`config.mk`:
```
export PLATFORM = sky130hd
export DESIGN_NAME = rx_frame_ctrl
export DESIGN_NICKNAME = d
export VERILOG_FILES = /design/src/rtl/rx_frame_ctrl.sv
export SDC_FILE = /design/constraint.sdc
export NUM_CORES = 1
export LEC_CHECK = 0
export CORE_MARGIN = 3
export CORE_UTILIZATION = 50
export CTS_CLUSTER_DIAMETER = 60
export DETAILED_ROUTE_END_ITERATION = 10
export GPL_TIMING_DRIVEN = 0
export PLACE_DENSITY = 0.69
export SETUP_SLACK_MARGIN = 0.3
export SLEW_MARGIN = 20
export SYNTH_ARGS = -nofsm -noshare
export SYNTH_HDL_FRONTEND = slang
export SYNTH_SLANG_ARGS = --single-unit
```
`constraint.sdc`:
```
create_clock -name i_clk -period 4.01 [get_ports i_clk]
set_input_delay 0.6015 -clock i_clk [delete_from_list [all_inputs] [get_ports i_clk]]
set_output_delay 0.6015 -clock i_clk [all_outputs]
set_load 0.02 [all_outputs]
```
`src/rtl/rx_frame_ctrl.sv`:
```
// rx_frame_ctrl: drains the UART receiver FIFO, parses HDR/LEN/payload/CSUM
// frames and streams checksum-clean payloads out over valid/ready.
module rx_frame_ctrl #(
    parameter int unsigned MAX_LEN = 16,
    parameter int unsigned TIMEOUT = 1000000,
    parameter logic [7:0]  HDR     = 8'hA5
) (
    input  logic        i_clk,
    input  logic        i_rst,
    input  logic        i_rx_ready,
    input  logic [7:0]  i_rx_data,
    output logic        o_rx_read,
    output logic        o_pl_valid,
    output logic [7:0]  o_pl_data,
    output logic        o_pl_last,
    input  logic        i_pl_ready,
    output logic        o_frame_ok,
    output logic        o_frame_err,
    output logic [1:0]  o_err_code,
    output logic        o_busy,
    output logic [15:0] o_ok_cnt,
    output logic [15:0] o_err_cnt
);

    localparam int unsigned TW = $clog2(TIMEOUT + 1);
    localparam int unsigned IW = (MAX_LEN > 1) ? $clog2(MAX_LEN) : 1;

    typedef enum logic [2:0] {StHunt, StLen, StData, StCsum, StEmit} state_e;

    state_e          state_q;
    logic [7:0]      len_q;
    logic [7:0]      idx_q;
    logic [7:0]      sum_q;
    logic [TW-1:0]   tmo_q;
    logic [7:0]      pl_buf_q [MAX_LEN];
    logic            frame_ok_q;
    logic            frame_err_q;
    logic [1:0]      err_code_q;
    logic [15:0]     ok_cnt_q;
    logic [15:0]     err_cnt_q;

    logic            rx_read;
    logic            tmo_hit;
    logic            last_idx;
    logic [7:0]      sum_next;
    logic            err_now;
    logic [1:0]      err_code_d;

    // Pop strobe and shared decodes; reset gates the strobe so nothing is popped mid-reset.
    always_comb begin
        rx_read  = i_rx_ready && !i_rst &&
                   (state_q inside {StHunt, StLen, StData, StCsum});
        tmo_hit  = (tmo_q == TW'(TIMEOUT - 1));
        last_idx = (idx_q == len_q - 8'd1);
        sum_next = sum_q + i_rx_data;
    end

    // Error decision for the current cycle; a pop always beats timeout expiry.
    always_comb begin
        err_now    = 1'b0;
        err_code_d = 2'd0;
        case (state_q)
            StLen: begin
                if (rx_read) begin
                    if (i_rx_data == 8'd0 || i_rx_data > 8'(MAX_LEN)) begin
                        err_now    = 1'b1;
                        err_code_d = 2'd1;
                    end
                end else if (tmo_hit) begin
                    err_now    = 1'b1;
                    err_code_d = 2'd3;
                end
            end
            StData: begin
                if (!rx_read && tmo_hit) begin
                    err_now    = 1'b1;
                    err_code_d = 2'd3;
                end
            end
            StCsum: begin
                if (rx_read) begin
                    if (sum_next != 8'd0) begin
                        err_now    = 1'b1;
                        err_code_d = 2'd2;
                    end
                end else if (tmo_hit) begin
                    err_now    = 1'b1;
                    err_code_d = 2'd3;
                end
            end
            default: ;
        endcase
    end

    // Frame FSM with registered pulses, error code and counters.
    always_ff @(posedge i_clk or posedge i_rst) begin
        if (i_rst) begin
            state_q     <= StHunt;
            len_q       <= 8'd0;
            idx_q       <= 8'd0;
            sum_q       <= 8'd0;
            tmo_q       <= '0;
            frame_ok_q  <= 1'b0;
            frame_err_q <= 1'b0;
            err_code_q  <= 2'd0;
            ok_cnt_q    <= 16'd0;
            err_cnt_q   <= 16'd0;
        end else begin
            frame_ok_q  <= 1'b0;
            frame_err_q <= 1'b0;
            if (err_now) begin
                state_q     <= StHunt;
                tmo_q       <= '0;
                frame_err_q <= 1'b1;
                err_code_q  <= err_code_d;
                err_cnt_q   <= err_cnt_q + 16'd1;
            end else begin
                case (state_q)
                    StHunt: begin
                        tmo_q <= '0;
                        if (rx_read && i_rx_data == HDR) state_q <= StLen;
                    end
                    StLen: begin
                        if (rx_read) begin
                            tmo_q   <= '0;
                            len_q   <= i_rx_data;
                            sum_q   <= i_rx_data;
                            idx_q   <= 8'd0;
                            state_q <= StData;
                        end else begin
                            tmo_q <= tmo_q + TW'(1);
                        end
                    end
                    StData: begin
                        if (rx_read) begin
                            tmo_q <= '0;
                            sum_q <= sum_next;
                            idx_q <= idx_q + 8'd1;
                            if (idx_q + 8'd1 == len_q) state_q <= StCsum;
                        end else begin
                            tmo_q <= tmo_q + TW'(1);
                        end
                    end
                    StCsum: begin
                        if (rx_read) begin
                            tmo_q   <= '0;
                            idx_q   <= 8'd0;
                            state_q <= StEmit;
                        end else begin
                            tmo_q <= tmo_q + TW'(1);
                        end
                    end
                    StEmit: begin
                        tmo_q <= '0;
                        if (i_pl_ready) begin
                            if (last_idx) begin
                                frame_ok_q <= 1'b1;
                                ok_cnt_q   <= ok_cnt_q + 16'd1;
                                idx_q      <= 8'd0;
                                state_q    <= StHunt;
                            end else begin
                                idx_q <= idx_q + 8'd1;
                            end
                        end
                    end
                    default: state_q <= StHunt;
                endcase
            end
        end
    end

    // Payload buffer; idx stays below len (<= MAX_LEN) so the index never overruns.
    always_ff @(posedge i_clk) begin
        if (state_q == StData && rx_read) pl_buf_q[idx_q[IW-1:0]] <= i_rx_data;
    end

    // Output decode straight from registered state.
    always_comb begin
        o_rx_read   = rx_read;
        o_pl_valid  = (state_q == StEmit);
        o_pl_data   = o_pl_valid ? pl_buf_q[idx_q[IW-1:0]] : 8'd0;
        o_pl_last   = o_pl_valid && last_idx;
        o_frame_ok  = frame_ok_q;
        o_frame_err = frame_err_q;
        o_err_code  = err_code_q;
        o_busy      = (state_q != StHunt);
        o_ok_cnt    = ok_cnt_q;
        o_err_cnt   = err_cnt_q;
    end

endmodule

```
==> reports/results.txt, run 1 <==
status -> finished clean
clk_lat worst skew -> 510 ps
clock power share -> 0.375
worst path arrival time -> 3020 ps
Slew Viols, Final -> 0
Worst path slowest cell -> clkdlybuf4s50_1
Worst Reg-to-Reg Cells -> 10
Worst R2R Setup Slack -> 740 ps
Total Routing Usage GR -> 0.211
worst IR drop on VDD -> 0.351 mV
final instance count without filler cells -> 1144
Post-synth EDFFs -> 128
M1 wire length -> 9870 um
Post-CTS Setup Inserts -> 0
number of global-route vias before repair -> 6821
fin crit period -> 3620 ps
area grow syn2layout -> 18.1%
Post-synth ARST share -> 0.393
routed wl met3 -> 1250 um
DR WL met2 -> 11200 um
Initial Util -> 0.513
register area share after synthesis -> 0.589
CTS tree -> yes
CP Max Fanout -> 10
max cap viols -> 0
Hold Crit Depth -> 1
total gr overflow -> 0
DRT iter0 DRCs -> 564
Remaining DRCs -> 0
RSZ-0062 raised after global routing -> yes
CTS H-tree lvls -> 1
Critical Path Stages -> 6
Setup crit end kind -> primary output
routed wire length -> 22700 um
placed instance area -> 11100 sq um
Worst Skew -> 15.6 ps
final setup fails -> 0
core area -> 19600 sq um
critical path type -> reg -> out
num rows -> 51
Seq pwr share -> 0.440
RR Startpoint -> sum_q[0]
synthesized area -> 10000 sq um
CTS Buf Count -> 23
top sig layer -> met4
predominant post-synthesis flop cell -> edfxtp_1
terminus of the critical flop-to-flop path -> o_err_cnt[5]
final instance area -> 11900 sq um
DP HPWL -> 15500 um
hold buffer count at CTS -> 0
placed insts -> 1102
WHS Endpoint -> o_ok_cnt[15]
Clk pin slew, worst setup/hold paths -> 60 ps
final setup margin -> 391 ps
Peak Freq -> 276 MHz
Worst path most repeated cell -> mux4_2
Tcrit/Tclk final -> 0.902
drt wl/cell -> 19.8 um
Combinational Power Share -> 0.185
area of the die -> 21800 sq um
Synth Net Count -> 803
first-pass GRT wire length -> 36900 um
worst min path class -> reg -> reg
Fin. Hold Viols -> 0
clock sink count -> 211
start point of the worst hold path -> o_ok_cnt[15]
Die Y -> 148 um
initial antenna violation count -> 0
drt first pass iters -> 5
die width -> 148 um
WP data required -> 3410 ps
synth warn -> 0
layout cells sized above 1 -> 0.147
CP peak stage delay -> 540 ps
crit path launch -> idx_q[1]
port buffer count -> 59
Rel. slew slack -> 0.387
Avg Cell Area, Syn -> 13.0 sq um
Mapped Cells -> 775
routed vias -> 6739
kind of cell adding the most delay to the critical path -> buffers and inverters
CP Launch Type -> flip-flop
leak pwr -> 0.00458 uW
dpl ws -> -632 ps
n_diodes -> 0
clock root buffer -> clkbuf_16
Netlist cell types -> 71
global placer's final weighted congestion -> 0.901
Crit path buffers/inverters -> 3
dominant cells by area after synthesis -> edfxtp_1 (38%), dfrtp_1 (21%), mux4_2 (9.0%)
fin nets -> 890
NetSw -> 1420 uW
Switching Share -> 0.264
Filler cells -> 1499
crit path cell chain -> clkbuf_2 > buf_2 > mux4_2 > mux4_2 > and2_1 > clkdlybuf4s50_1
Pint -> 3950 uW
Synth area leader -> edfxtp_1
DRT antenna net count -> 0
Yosys reg bits -> 211
pin count of the biggest net entering global routing -> 26
Tightest Pin Transition -> 920 ps
Avg Vias per Cell -> 5.89
Longest Clk Path Bufs -> 3
I/O Pins -> 60
pwr/cell area -> 452 nW/um^2
Yosys top cell area share -> 0.382
[placed cells by master, fill, tap and decap left out, types with 7 or more instances in the layout]
cell and count:
dfrtp_1 83, nor2_1 48, xnor2_1 19, a31oi_1 16
clkbuf_16 23, a21oi_1 31, clkdlybuf4s50_1 44, nor3_1 16
mux2_2 7, nand3_1 25, or3_1 13, inv_1 26
mux4_2 40, o21ai_0 21, nand2b_1 9, nand2_1 69
edfxtp_1 128, xor2_1 29, nand4_1 16, ha_1 15
and3_1 10, and2_1 12, mux2i_1 8, clkbuf_1 22
[cells in the mapped netlist (3+ instances only)]
master      n
a21oi_1    31
nor2_1     48
a31oi_1    16
nor4b_1     3
inv_1      27
mux2i_1     8
mux4_2     40
edfxtp_1  128
and2_1     12
and3_1     10
clkbuf_1   24
nand3b_1    3
dfrtp_1    83
nand2_1    69
or4_1       3
nor3_1     21
o211ai_1    5
ha_1       15
mux2_2      7
buf_1       5
nor4_1      5
nand2b_1    9
nor3b_1     6
o21ai_0    21
o221ai_1    4
or2_2       5
xnor2_1    19
a211oi_1    5
nand4_1    16
nor2b_1     7
nand3_1    25
a211o_1     3
or3_1      13
xor2_1     29
[how the worst max path moves through the flow]
| stage | slack, ps | end |
|---|---|---|
| 5_1_grt | 290 | o_pl_data[0] |
| 3_5_place_dp | -630 | idx_q[4] |
| 4_1_cts | 300 | idx_q[4] |
| 3_3_place_gp | -620 | pl_buf_q[0][5] |
| 2_1_floorplan | 930 | pl_buf_q[2][0] |
| 6_report | 390 | o_pl_data[0] |
[area by class of cell]
type | count | area [sq um] | share of cell area
clock buffers | 28 | 614 | 0.0517
repair buffers | 62 | 656 | 0.0552
clock inverters | 14 | 113 | 0.00948
flip-flops and latches | 211 | 5920 | 0.499
plain buffers | 33 | 193 | 0.0162
inverters | 27 | 105 | 0.00885
multi-input cells | 504 | 3940 | 0.332
well taps | 265 | 332 | 0.0279
[power groups by stage]
stage	Combinational, uW	Clock (uW)	Sequential, uW
finish	994	2010	2360
global route	1080	2140	2360
CTS	992	2050	2360
detailed placement	974	0	2410
global placement	942	0	2410
floorplan	664	0	2400
[through the flow]
stage / hold slack (ps) / util / TNS [ps] / power [uW]
2_1_floorplan: 482 / - / 0 / 3060
3_3_place_gp: 457 / 0.560 / -65010 / 3350
3_5_place_dp: 471 / 0.565 / -22960 / 3380
4_1_cts: 479 / 0.605 / 0 / 5400
5_1_grt: 484 / 0.606 / 0 / 5580
6_report: 468 / 0.606 / 0 / 5370
[sequential cells by signal, summed over array words and instances, names as in the netlist]
register     cells
sum_q            8
len_q            8
o_frame_ok       1
pl_buf_q       128
state_q          3
o_err_cnt       16
o_frame_err      1
o_err_code       2
o_ok_cnt        16
idx_q            8
tmo_q           20
[cell families (layout without fill, tap and decap cells)]
group,after synthesis,in the layout,share of synthesized area
compound gates,116,116,0.0781
flops,211,211,0.589
simple gates,269,269,0.141
xor+xnor,48,48,0.0418
fa+ha+maj,16,16,0.0207
buf+inv,60,164,0.0242
mux,55,55,0.105
[what timing repair did]
action                                  in CTS  in global routing
resized for setup                           42                 23
endpoints found under the setup margin      62                 35
pin swaps                                    0                  0
[metal layers]
metal,vias up,track usage
met3,29,0.0362
met2,186,0.350
met5,-,0
met4,0,0.0466
met1,3402,0.297
li1,3122,-
Power figures use the tool's default switching activity.
==> run 2: changes to the inputs <==
--- a/config.mk
+++ b/config.mk
@@ -12,7 +12,7 @@
 export GPL_TIMING_DRIVEN = 0
 export PLACE_DENSITY = 0.69
 export SETUP_SLACK_MARGIN = 0.3
-export SLEW_MARGIN = 20
+export SLEW_MARGIN = 0
 export SYNTH_ARGS = -nofsm -noshare
 export SYNTH_HDL_FRONTEND = slang
 export SYNTH_SLANG_ARGS = --single-unit
==> constraint.sdc (replaced) <==
create_clock -name i_clk -period 4.01 [get_ports i_clk]
set_input_delay 0.6015 -clock i_clk [delete_from_list [all_inputs] [get_ports i_clk]]
set_output_delay 0.6015 -clock i_clk [all_outputs]
set_load 0.1 [all_outputs]
==> reports/results.txt, run 2 (synthesis gave the netlist of run 1 again) <==
routed vias -> 6682 (-0.85%)
clock sink count -> 211 (unchanged)
final instance area -> 11700 sq um (-1.3%)
worst min path class -> reg -> reg
num rows -> 51 (unchanged)
fin crit period -> 3590 ps (-25.7 ps)
Post-CTS Resized -> 76 (+81%)
CTS tree -> yes
leak pwr -> 0.00449 uW (-2.0%)
Setup crit end kind -> primary output
dpl ws -> -672 ps (-39.9 ps)
fin nets -> 891 (+0.11%)
Pwr Total -> 5540 uW (+3.2%)
Filler cells -> 1535 (+2.4%)
global placer's final weighted congestion -> 0.901 (unchanged)
Crit path buffers/inverters -> 3 (unchanged)
Fin. Hold Viols -> 0 (unchanged)
layout cells sized above 1 -> 0.148 (+0.00114)
RSZ-0062 raised after global routing -> no
routed wire length -> 22600 um (-0.21%)
CP Launch Type -> flip-flop
Peak Freq -> 278 MHz (+0.72%)
status -> finished clean
clk_lat worst skew -> 500 ps (about the same)
Longest Clk Path Bufs -> 3 (unchanged)
worst path arrival time -> 2990 ps (-30 ps)
drt wl/cell -> 19.8 um (-0.21%)
final setup margin -> 417 ps (+25.7 ps)
Slew Viols, Final -> 0 (unchanged)
area grow syn2layout -> 16.6%
I/O Pins -> 60 (unchanged)
max reg flops -> 128 (unchanged)
placed instance area -> 11000 sq um (-0.47%)
area of the die -> 21800 sq um (unchanged)
worst IR drop on VDD -> 0.311 mV (-11%)
Avg Vias per Cell -> 5.84 (-0.85%)
hold buffer count at CTS -> 0 (unchanged)
Post-CTS Setup Inserts -> 0 (unchanged)
Worst path slowest cell -> mux4_2
first-pass GRT wire length -> 36200 um (-1.8%)
Reg area -> 5920 sq um (unchanged)
number of global-route vias before repair -> 6752 (-1.0%)
total gr overflow -> 0 (unchanged)
initial antenna violation count -> 0 (unchanged)
crit path cell chain -> clkbuf_2 > buf_4 > mux4_2 > mux4_2 > and2_1 > buf_2
Total Routing Usage GR -> 0.207 (-0.00419)
critical path type -> reg -> out
DP HPWL -> 15400 um (-0.66%)
pwr/cell area -> 473 nW/um^2 (+4.6%)
die width -> 148 um (unchanged)
Clk pin slew, worst setup/hold paths -> 60 ps (about the same)
Tcrit/Tclk final -> 0.896 (-0.00641)
clock root buffer -> clkbuf_16
pin count of the biggest net entering global routing -> 36 (+38%)
worst hold slack -> 475 ps (+7.19 ps)
Die Y -> 148 um (unchanged)
max cap viols -> 0 (unchanged)
most frequent cells in the layout -> edfxtp_1 (128), dfrtp_1 (83), nand2_1 (69), nor2_1 (48), clkdlybuf4s50_1 (41)
port buffer count -> 59 (unchanged)
CTS Buf Count -> 24 (+4.3%)
drt first pass iters -> 4 (-1)
WP data required -> 3410 ps (about the same)
final setup fails -> 0 (unchanged)
kind of cell adding the most delay to the critical path -> multiplexers
DRT antenna net count -> 0 (unchanged)
Initial Util -> 0.513 (unchanged)
Worst Skew -> 8.29 ps (-7.32 ps)
commonest non-fill, non-tap cell in the layout -> edfxtp_1
Remaining DRCs -> 0 (unchanged)
Multi-input gate area -> 3900 sq um (-1.1%)
Tightest Pin Transition -> 1340 ps (+416 ps)
Rel. slew slack -> 0.103 (-0.284)
Worst path most repeated cell -> mux4_2
core area -> 19600 sq um (unchanged)
CP Max Fanout -> 10 (unchanged)
DRT iter0 DRCs -> 602 (+6.7%)
CP peak stage delay -> 580 ps (+40 ps)
CTS H-tree lvls -> 1 (unchanged)
n_diodes -> 0 (unchanged)
run 2: cell types whose count changed in the layout (fill, tap and decap cells not counted), sizes merged:
cell           previous run  this run
clkinv                    8        11
dlygate4sd2               4         2
dlymetal6s2s              6         0
inv                      28        29
clkdlybuf4s50            44        41
clkinvlp                  4         2
clkbuf                   55        56
buf                      12        20
run 2: path summary, 6_finish.rpt:
path / endpoint / slack, ps / start / cells after the start
min in group asynchronous: o_err_code[0] / 620 / i_rst / 2
max in group asynchronous: o_ok_cnt[6] / 2790 / i_rst / 3
setup reg to reg: o_err_cnt[5] / 700 / sum_q[0] / 10
hold / removal: o_err_cnt[15] / 480 / o_err_cnt[15] / 1
setup / recovery: o_pl_data[7] / 420 / idx_q[0] / 6
hold reg to reg: o_err_cnt[15] / 480 / o_err_cnt[15] / 1
run 2: routing by layer:
layer / vias up / share of wire / global-route usage
li1: 3113 / - / -
met1: 3372 / 0.44 / 0.296
met2: 160 / 0.50 / 0.343
met3: 37 / 0.047 / 0.0285
met4: 0 / 0.017 / 0.0457
met5: - / 0 / 0
run 2: cell type report:
type                            instances  share of cell area
Inverter                               27             0.00897
Buffer                                 33              0.0136
Tap cell                              265              0.0283
Clock buffer                           26              0.0537
Multi-Input combinational cell        504               0.332
Clock inverter                         16             0.00971
Sequential cell                       211               0.505
Timing Repair Buffer                   62              0.0482
run 2: power breakdown:
group          internal (uW)  switching [uW]  total, uW
sequential              2340            26.1       2360
combinational            411             715       1130
clock                   1200             853       2050
run 2: stage by stage:
step,cells,util,setup TNS [ps]
after floorplan,775,-,0
after CTS,1143,0.600,0
after detailed placement,1101,0.562,-26030
final,1144,0.598,0
after global routing,1144,0.598,0
after global placement,1099,0.560,-68420
==> run 3: changes to the inputs <==
--- a/config.mk
+++ b/config.mk
@@ -9,7 +9,7 @@
 export CORE_UTILIZATION = 50
 export CTS_CLUSTER_DIAMETER = 60
 export DETAILED_ROUTE_END_ITERATION = 10
-export GPL_TIMING_DRIVEN = 0
+export GPL_TIMING_DRIVEN = 1
 export PLACE_DENSITY = 0.69
 export SETUP_SLACK_MARGIN = 0.3
 export SLEW_MARGIN = 0
==> reports/results.txt, run 3 (synthesis gave the netlist of run 1 again) <==
status -> finished clean
CTS tree -> yes
Setup crit end kind -> primary output
Total Routing Usage GR -> 0.210 (+0.00276)
Final Util -> 0.601 (+0.00262)
final setup fails -> 0 (unchanged)
Post-CTS Resized -> 0 (-100%)
Peak Freq -> 295 MHz (+6.2%)
I/O Pins -> 60 (unchanged)
CTS H-tree lvls -> 1 (unchanged)
Worst Skew -> 10.8 ps (+2.49 ps)
clock root buffer -> clkbuf_16
Avg Vias per Cell -> 5.94 (+1.8%)
drt wl/cell -> 19.9 um (+0.90%)
core area -> 19600 sq um (unchanged)
fin crit period -> 3390 ps (-208 ps)
CP Max Fanout -> 14 (+4)
number of global-route vias before repair -> 6890 (+2.0%)
worst IR drop on VDD -> 0.280 mV (-9.8%)
Post-CTS Setup Inserts -> 0 (unchanged)
port buffer count -> 59 (unchanged)
max cap viols -> 0 (unchanged)
RSZ-0062 raised after global routing -> no
routed vias -> 6740 (+0.87%)
WP data required -> 3410 ps (about the same)
leak pwr -> 0.00452 uW (+0.59%)
most frequent cells in the layout -> edfxtp_1 (128), dfrtp_1 (82), nand2_1 (69), nor2_1 (48), clkdlybuf4s50_1 (48)
hold buffer count at CTS -> 0 (unchanged)
fin nets -> 880 (-1.2%)
critical path type -> reg -> out
first-pass GRT wire length -> 36800 um (+1.7%)
Remaining DRCs -> 0 (unchanged)
Initial Util -> 0.513 (unchanged)
worst min path class -> reg -> reg
DRT iter0 DRCs -> 531 (-12%)
pin count of the biggest net entering global routing -> 84 (+130%)
total gr overflow -> 0 (unchanged)
Die Y -> 148 um (unchanged)
Fin. Hold Viols -> 0 (unchanged)
global placer's final weighted congestion -> 0.862 (-4.3%)
DP HPWL -> 15200 um (-1.6%)
Tcrit/Tclk final -> 0.844 (-0.0519)
worst path arrival time -> 2780 ps (-210 ps)
Clk pin slew, worst setup/hold paths -> 60 ps (about the same)
CP Launch Type -> flip-flop
Tightest Pin Transition -> 1050 ps (-285 ps)
clock sink count -> 211 (unchanged)
commonest non-fill, non-tap cell in the layout -> edfxtp_1
DRT antenna net count -> 0 (unchanged)
Slew Viols, Final -> 0 (unchanged)
pwr/cell area -> 475 nW/um^2 (+0.49%)
routed wire length -> 22600 um (about the same)
num rows -> 51 (unchanged)
Longest Clk Path Bufs -> 3 (unchanged)
area of the die -> 21800 sq um (unchanged)
drt first pass iters -> 4 (unchanged)
max reg flops -> 128 (unchanged)
n_diodes -> 0 (unchanged)
Sum Neg Setup Slack -> 0 ps (unchanged)
CTS Buf Count -> 23 (-4.2%)
clk_lat worst skew -> 510 ps (about the same)
final instance area -> 11800 sq um (+0.44%)
placed instance area -> 11000 sq um (unchanged)
area grow syn2layout -> 17.2%
layout cells sized above 1 -> 0.158 (+0.00976)
initial antenna violation count -> 0 (unchanged)
die width -> 148 um (unchanged)
Rel. slew slack -> 0.300 (+0.197)
run 3: critical path: stages, from the launching register on:
cell	delay, ps
dfrtp_1	530
inv_1	590
a21boi_0	200
o32ai_1	180
o211ai_2	300
nor2_1	170
buf_4	310
run 3: layer usage:
metal,track usage,vias up,wire (um)
met3,0.0346,39,1130
met1,0.284,3440,9440
met2,0.354,174,11500
met4,0.0610,0,551
met5,0,-,0
li1,-,3087,-
run 3: report_power, final:
part	switching (uW)	internal [uW]	total (uW)	leakage, uW
Sequential	63.2	2340	2400	0.00223
Combinational	668	424	1090	0.00192
Clock	842	1260	2100	0.000373
run 3: worst paths after layout:
path / start / endpoint / slack [ps] / cells past startpoint
setup / recovery: idx_q[2] / o_pl_last / 620 / 6
hold / removal: o_ok_cnt[15] / o_ok_cnt[15] / 470 / 1
setup reg to reg: sum_q[0] / o_err_cnt[1] / 880 / 9
hold reg to reg: o_ok_cnt[15] / o_ok_cnt[15] / 470 / 1
max in group asynchronous: i_rst / idx_q[0] / 2380 / 3
min in group asynchronous: i_rst / state_q[0] / 920 / 3
run 3: cell type report:
type	count	area, sq um
clock inverters	11	113
multi-input cells	504	3890
clock buffers	31	646
repair buffers	85	771
inverters	27	105
fillers	1526	7820
flip-flops and latches	211	5920
well taps	265	332
run 3: stage by stage:
| stage | hold WS (ps) | std cells | power, uW | setup slack (ps) |
|---|---|---|---|---|
| after floorplan | 482 | 775 | 3240 | 470 |
| after global placement | 464 | 1092 | 3510 | 233 |
| after detailed placement | 469 | 1092 | 3530 | 189 |
| after CTS | 478 | 1134 | 5640 | 555 |
| after global routing | 492 | 1134 | 5800 | 339 |
| final | 471 | 1134 | 5590 | 625 |
==> variant 1: new RTL, flow settings as in run 2 <==
Set the parameter `MAX_LEN` to 32 (it was 16).
--- a/src/rtl/rx_frame_ctrl.sv
+++ b/src/rtl/rx_frame_ctrl.sv
@@ -1,7 +1,7 @@
 // rx_frame_ctrl: drains the UART receiver FIFO, parses HDR/LEN/payload/CSUM
 // frames and streams checksum-clean payloads out over valid/ready.
 module rx_frame_ctrl #(
-    parameter int unsigned MAX_LEN = 16,
+    parameter int unsigned MAX_LEN = 32,
     parameter int unsigned TIMEOUT = 1000000,
     parameter logic [7:0]  HDR     = 8'hA5
 ) (
Function: changed (a bounded check fails within 4 cycles, from zero or initial values and one cycle with i_rst high).
==> variant 1 against run 2 <==
- count of clock-buffer cells in the layout grew 19
- largest cell class unchanged
- setup slack lost 0.029 ns
- final area grew 47%
- power grew 93%
- sequential cell count grew 128
- critical path depth grew 1
- synthesized area grew 47%
- wire length grew 50%
- worst hold slack is essentially flat
- largest power group unchanged
==> variant 1: results (changes against run 2) <==
pin count of the biggest net entering global routing 50 (+39%); outcome complete, no violations; IO Port Bufs 59 (unchanged); GRT Util Overall 22.08% (+1.4 points); TritonCTS buffer count 37 (+54%); share of cells above drive strength 1 18.81% (+4.0 points); synth unique cells 72 (+1.4%); Clock Path Buffers 3 (unchanged); Largest register FFs 256 (+100%); hpwl dp 21,670 um (+40%); # H-tree levels 2 (+1); DRT Wirelength 34,010 um (+50%); Seq/Total Area, Yosys 66.07% (+7.2 points); leading cell types by count after synthesis edfxtp_1, nand2_1, dfrtp_1; Setup Skew 0.01888 ns (+0.01060 ns); Final GP Congestion 0.8680 (-3.6%); Async S/R FF share, synth 24.48% (-15 points); P_int 6.941 mW (+76%); fillcell total 2,175 (+42%); GR Layer Usage met1 31.43% (+1.8 points); Root Driver clkbuf_16; Vias per Instance 5.997 (+2.7%); diodes inserted 0 (unchanged); Worst Max-Slew Pin Slew 1.233 ns (-0.1019 ns); placed cell area 15,920 um^2 (+45%); Layout Nets 1,122 (+26%); First-pass DRT Iterations 6 (+2); first-pass GRT wire length 53,100 um (+47%); synth top area cells edfxtp_1, dfrtp_1, mux4_2, nand2_1, nor2_1; GRT met2 Usage 35.61% (+1.3 points); Syn Nets 1,022 (+27%); vias in the first global route 9,071 (+34%); static leakage 6.028 nW (+34%); worst-skew pair later-pin latency 0.52 ns (+0.02 ns); post-place setup slack -1.055 ns (-0.3835 ns); EDFF count, synth 256 (+100%); VDD IR-drop max 0.4225 mV (+36%); met3 Use GR 4.065% (+1.2 points); crit path DAT 3.02 ns (+0.03 ns); initial DRC count 969 (+61%)
variant 1: final cells by class:
class	count	area share, %
Clock buffer	45	5.620
Clock inverter	22	1.158
Multi-Input combinational cell	590	28.29
Inverter	23	0.5169
Buffer	42	1.449
Tap cell	384	2.796
Timing Repair Buffer	61	3.356
Sequential cell	339	56.81
variant 1: path summary, 6_finish.rpt:
check,startpoint,to,slack [ns],cells past startpoint
min reg2reg,o_err_cnt[15],o_err_cnt[15],0.48,1
max in group asynchronous,i_rst,idx_q[3],2.84,3
min in group asynchronous,i_rst,tmo_q[2],0.58,2
max reg2reg,state_q[2],pl_buf_q[24][0],0.58,7
min,o_err_cnt[15],o_err_cnt[15],0.48,1
max,idx_q[0],o_pl_data[1],0.39,7
variant 1: power by group through the flow:
stage | clock [mW] | sequential (mW) | combinational (mW)
after global routing | 3.46 | 3.89 | 3.75
after floorplan | 0 | 3.98 | 2.54
after detailed placement | 0 | 3.96 | 3.46
after CTS | 3.32 | 3.88 | 3.47
final | 3.27 | 3.88 | 3.57
after global placement | 0 | 3.96 | 3.43
variant 1: worst max-delay path, stage by stage (launching register included):
cell and delay [ns]:
dfrtp_1 0.39, clkbuf_2 0.24, buf_6 0.24, buf_4 0.28
mux4_2 0.53, a22oi_1 0.28, a41oi_2 0.20, buf_2 0.34
variant 1: what timing repair did:
action,4_1_cts,5_1_grt
pin swaps,0,1
buffers inserted,0,1
resized for setup,90,20
endpoints found under the setup margin,57,10
variant 1: cells by family after synthesis:
group,after synthesis,synth area share [%]
muxes,77,10.70
xor gates and xnor gates,49,2.904
adders and majority gates,16,1.405
AOI/OAI and AO/OA,149,6.994
buffers and inverters,65,1.871
DFF,339,66.07
and+or+nand+nor,299,10.05
variant 1: per-layer routing:
layer / share of wire (%) / up-vias
met5: 0 / -
met4: 1.9 / 0
met3: 6.3 / 54
met2: 49 / 312
met1: 43 / 4617
li1: - / 4048
variant 1: per-stage QoR:
stage / TNS (ns) / cells / utilization [%] / power, mW
3_3_place_gp: -57.79 / 1437 / 54.95 / 7.383
3_5_place_dp: -37.23 / 1438 / 55.02 / 7.415
2_1_floorplan: 0 / 994 / - / 6.516
6_report: 0 / 1506 / 59.40 / 10.72
5_1_grt: 0 / 1506 / 59.40 / 11.10
4_1_cts: 0 / 1505 / 59.17 / 10.68
==> variant 2: new RTL, config.mk and constraints of run 2 <==
Made on the original files. Register the output `o_ok_cnt`, cleared by the reset; this adds one clock of latency there. The other outputs are not delayed to match.
--- a/src/rtl/rx_frame_ctrl.sv
+++ b/src/rtl/rx_frame_ctrl.sv
@@ -26,6 +26,8 @@
     localparam int unsigned IW = (MAX_LEN > 1) ? $clog2(MAX_LEN) : 1;
 
     typedef enum logic [2:0] {StHunt, StLen, StData, StCsum, StEmit} state_e;
+
+    logic [15:0] o_ok_cnt_d;
 
     state_e          state_q;
     logic [7:0]      len_q;
@@ -184,9 +186,17 @@
         o_frame_err = frame_err_q;
         o_err_code  = err_code_q;
         o_busy      = (state_q != StHunt);
-        o_ok_cnt    = ok_cnt_q;
+        o_ok_cnt_d  = ok_cnt_q;
         o_err_cnt   = err_cnt_q;
     end
 
+    always_ff @(posedge i_clk or posedge i_rst) begin
+        if (i_rst) begin
+            o_ok_cnt <= '0;
+        end else begin
+            o_ok_cnt <= o_ok_cnt_d;
+        end
+    end
+
 endmodule
 
Formal check against the unedited RTL: not equivalent (Yosys sat finds a counterexample within 10 cycles, from zero or initial values and one cycle with i_rst high).
==> variant 2 against run 2 <==
- final area grew 2.2%
- first-iteration DRC count down 25%
- setup slack better by 0.041 ns
- synthesized area up 1.1%
- wire length shrank 1.8%
- clock skew is 0.00099 ns lower
- via count is 4.5% lower
- sequential cell count grew 16
- power grew 7.3%
- critical endpoint is now o_pl_valid
==> variant 2: results (changes against run 2) <==
WL per Instance 20.02 um (+1.3%); DRT Wirelength 22,200 um (-1.8%); share of cells above drive strength 1 16.23% (+1.4 points); Layout Nets 854 (-4.2%); synth unique cells 61 (-14%); Hold WS 0.4073 ns (-0.06780 ns); static leakage 4.550 nW (+1.3%); pin count of the biggest net entering global routing 70 (+94%); Setup Skew 0.007299 ns (-0.0009883 ns); synth top area cells edfxtp_1, dfrtp_1, mux4_2, xnor2_1, o21ai_0; hpwl dp 14,770 um (-4.3%); crit path DAT 2.95 ns (-0.04 ns); VDD IR-drop max 0.3555 mV (+14%); outcome complete, no violations; GRT Util Overall 20.53% (-0.17 points); Final Cycle Share 88.58% (-1.0 points); utilization after layout 60.76% (+0.92 points); Seq/Total Area, Yosys 62.21% (+3.3 points); highest fanout seen on the critical path 9 (-1); TritonCTS buffer count 25 (+4.2%); syn avg cell area 13.88 um^2 (+7.0%); via count 6,383 (-4.5%); placed cells 1,057 (-4.0%); Slew headroom 9.244% (-1.1 points); First-pass DRT Iterations 6 (+2); vias in the first global route 6,603 (-2.2%); CP max-delay cell dlygate4sd2_1; placed cell area 11,120 um^2 (+0.93%); Syn Nets 760 (-5.4%)
[variant 2: layout make-up]
type / count / area (um^2)
fill: 1517 / 7737
clock inverter: 15 / 150.1
tap: 265 / 331.6
buffer: 25 / 137.6
inverter: 15 / 58.81
timing repair buffer: 67 / 638.1
clock buffer: 30 / 654.4
multi-input combinational: 465 / 3689
sequential: 227 / 6321
[variant 2: logic make-up (layout without fill, tap and decap cells)]
kind of cell	Yosys count	after routing	share of synthesized area [%]
adders and majority gates	16	16	2.044
and+or+nand+nor	236	236	12.57
xor gates and xnor gates	58	58	4.999
AOI/OAI and AO/OA	97	97	5.738
muxes	58	58	10.86
DFF	227	227	62.21
buffers and inverters	40	152	1.576
[variant 2: routing by layer]
| layer | global-route usage [%] | share of wire [%] |
|---|---|---|
| met5 | 0 | 0 |
| met4 | 5.035 | 2.0 |
| met3 | 3.809 | 5.9 |
| met2 | 35.49 | 51 |
| met1 | 27.13 | 41 |
[variant 2: where the power goes]
part | total [mW] | switching (mW) | internal, mW
Combinational | 1.16 | 0.741 | 0.418
Sequential | 2.53 | 0.0346 | 2.50
Clock | 2.25 | 0.903 | 1.35
Total | 5.94 | 1.68 | 4.27
[variant 2: worst paths after layout]
kind,from,cells after the start,endpoint
setup / recovery,state_q[1],4,o_pl_valid
setup reg to reg,len_q[0],9,idx_q[6]
hold reg to reg,o_ok_cnt_d[15],0,o_ok_cnt[15]
min in group asynchronous,i_rst,2,state_q[0]
hold / removal,o_ok_cnt_d[15],0,o_ok_cnt[15]
max in group asynchronous,i_rst,3,o_err_cnt[7]
[variant 2: timing repair]
action,CTS,global route
buffers inserted,5,2
pin swaps,2,2
endpoints found under the setup margin,56,26
resized for setup,65,12
[variant 2: critical path: cells and delay by family (launching register included)]
family,cells,cell delay [ns]
buf+inv,2,1.25
flops,1,0.46
simple gates,2,0.71
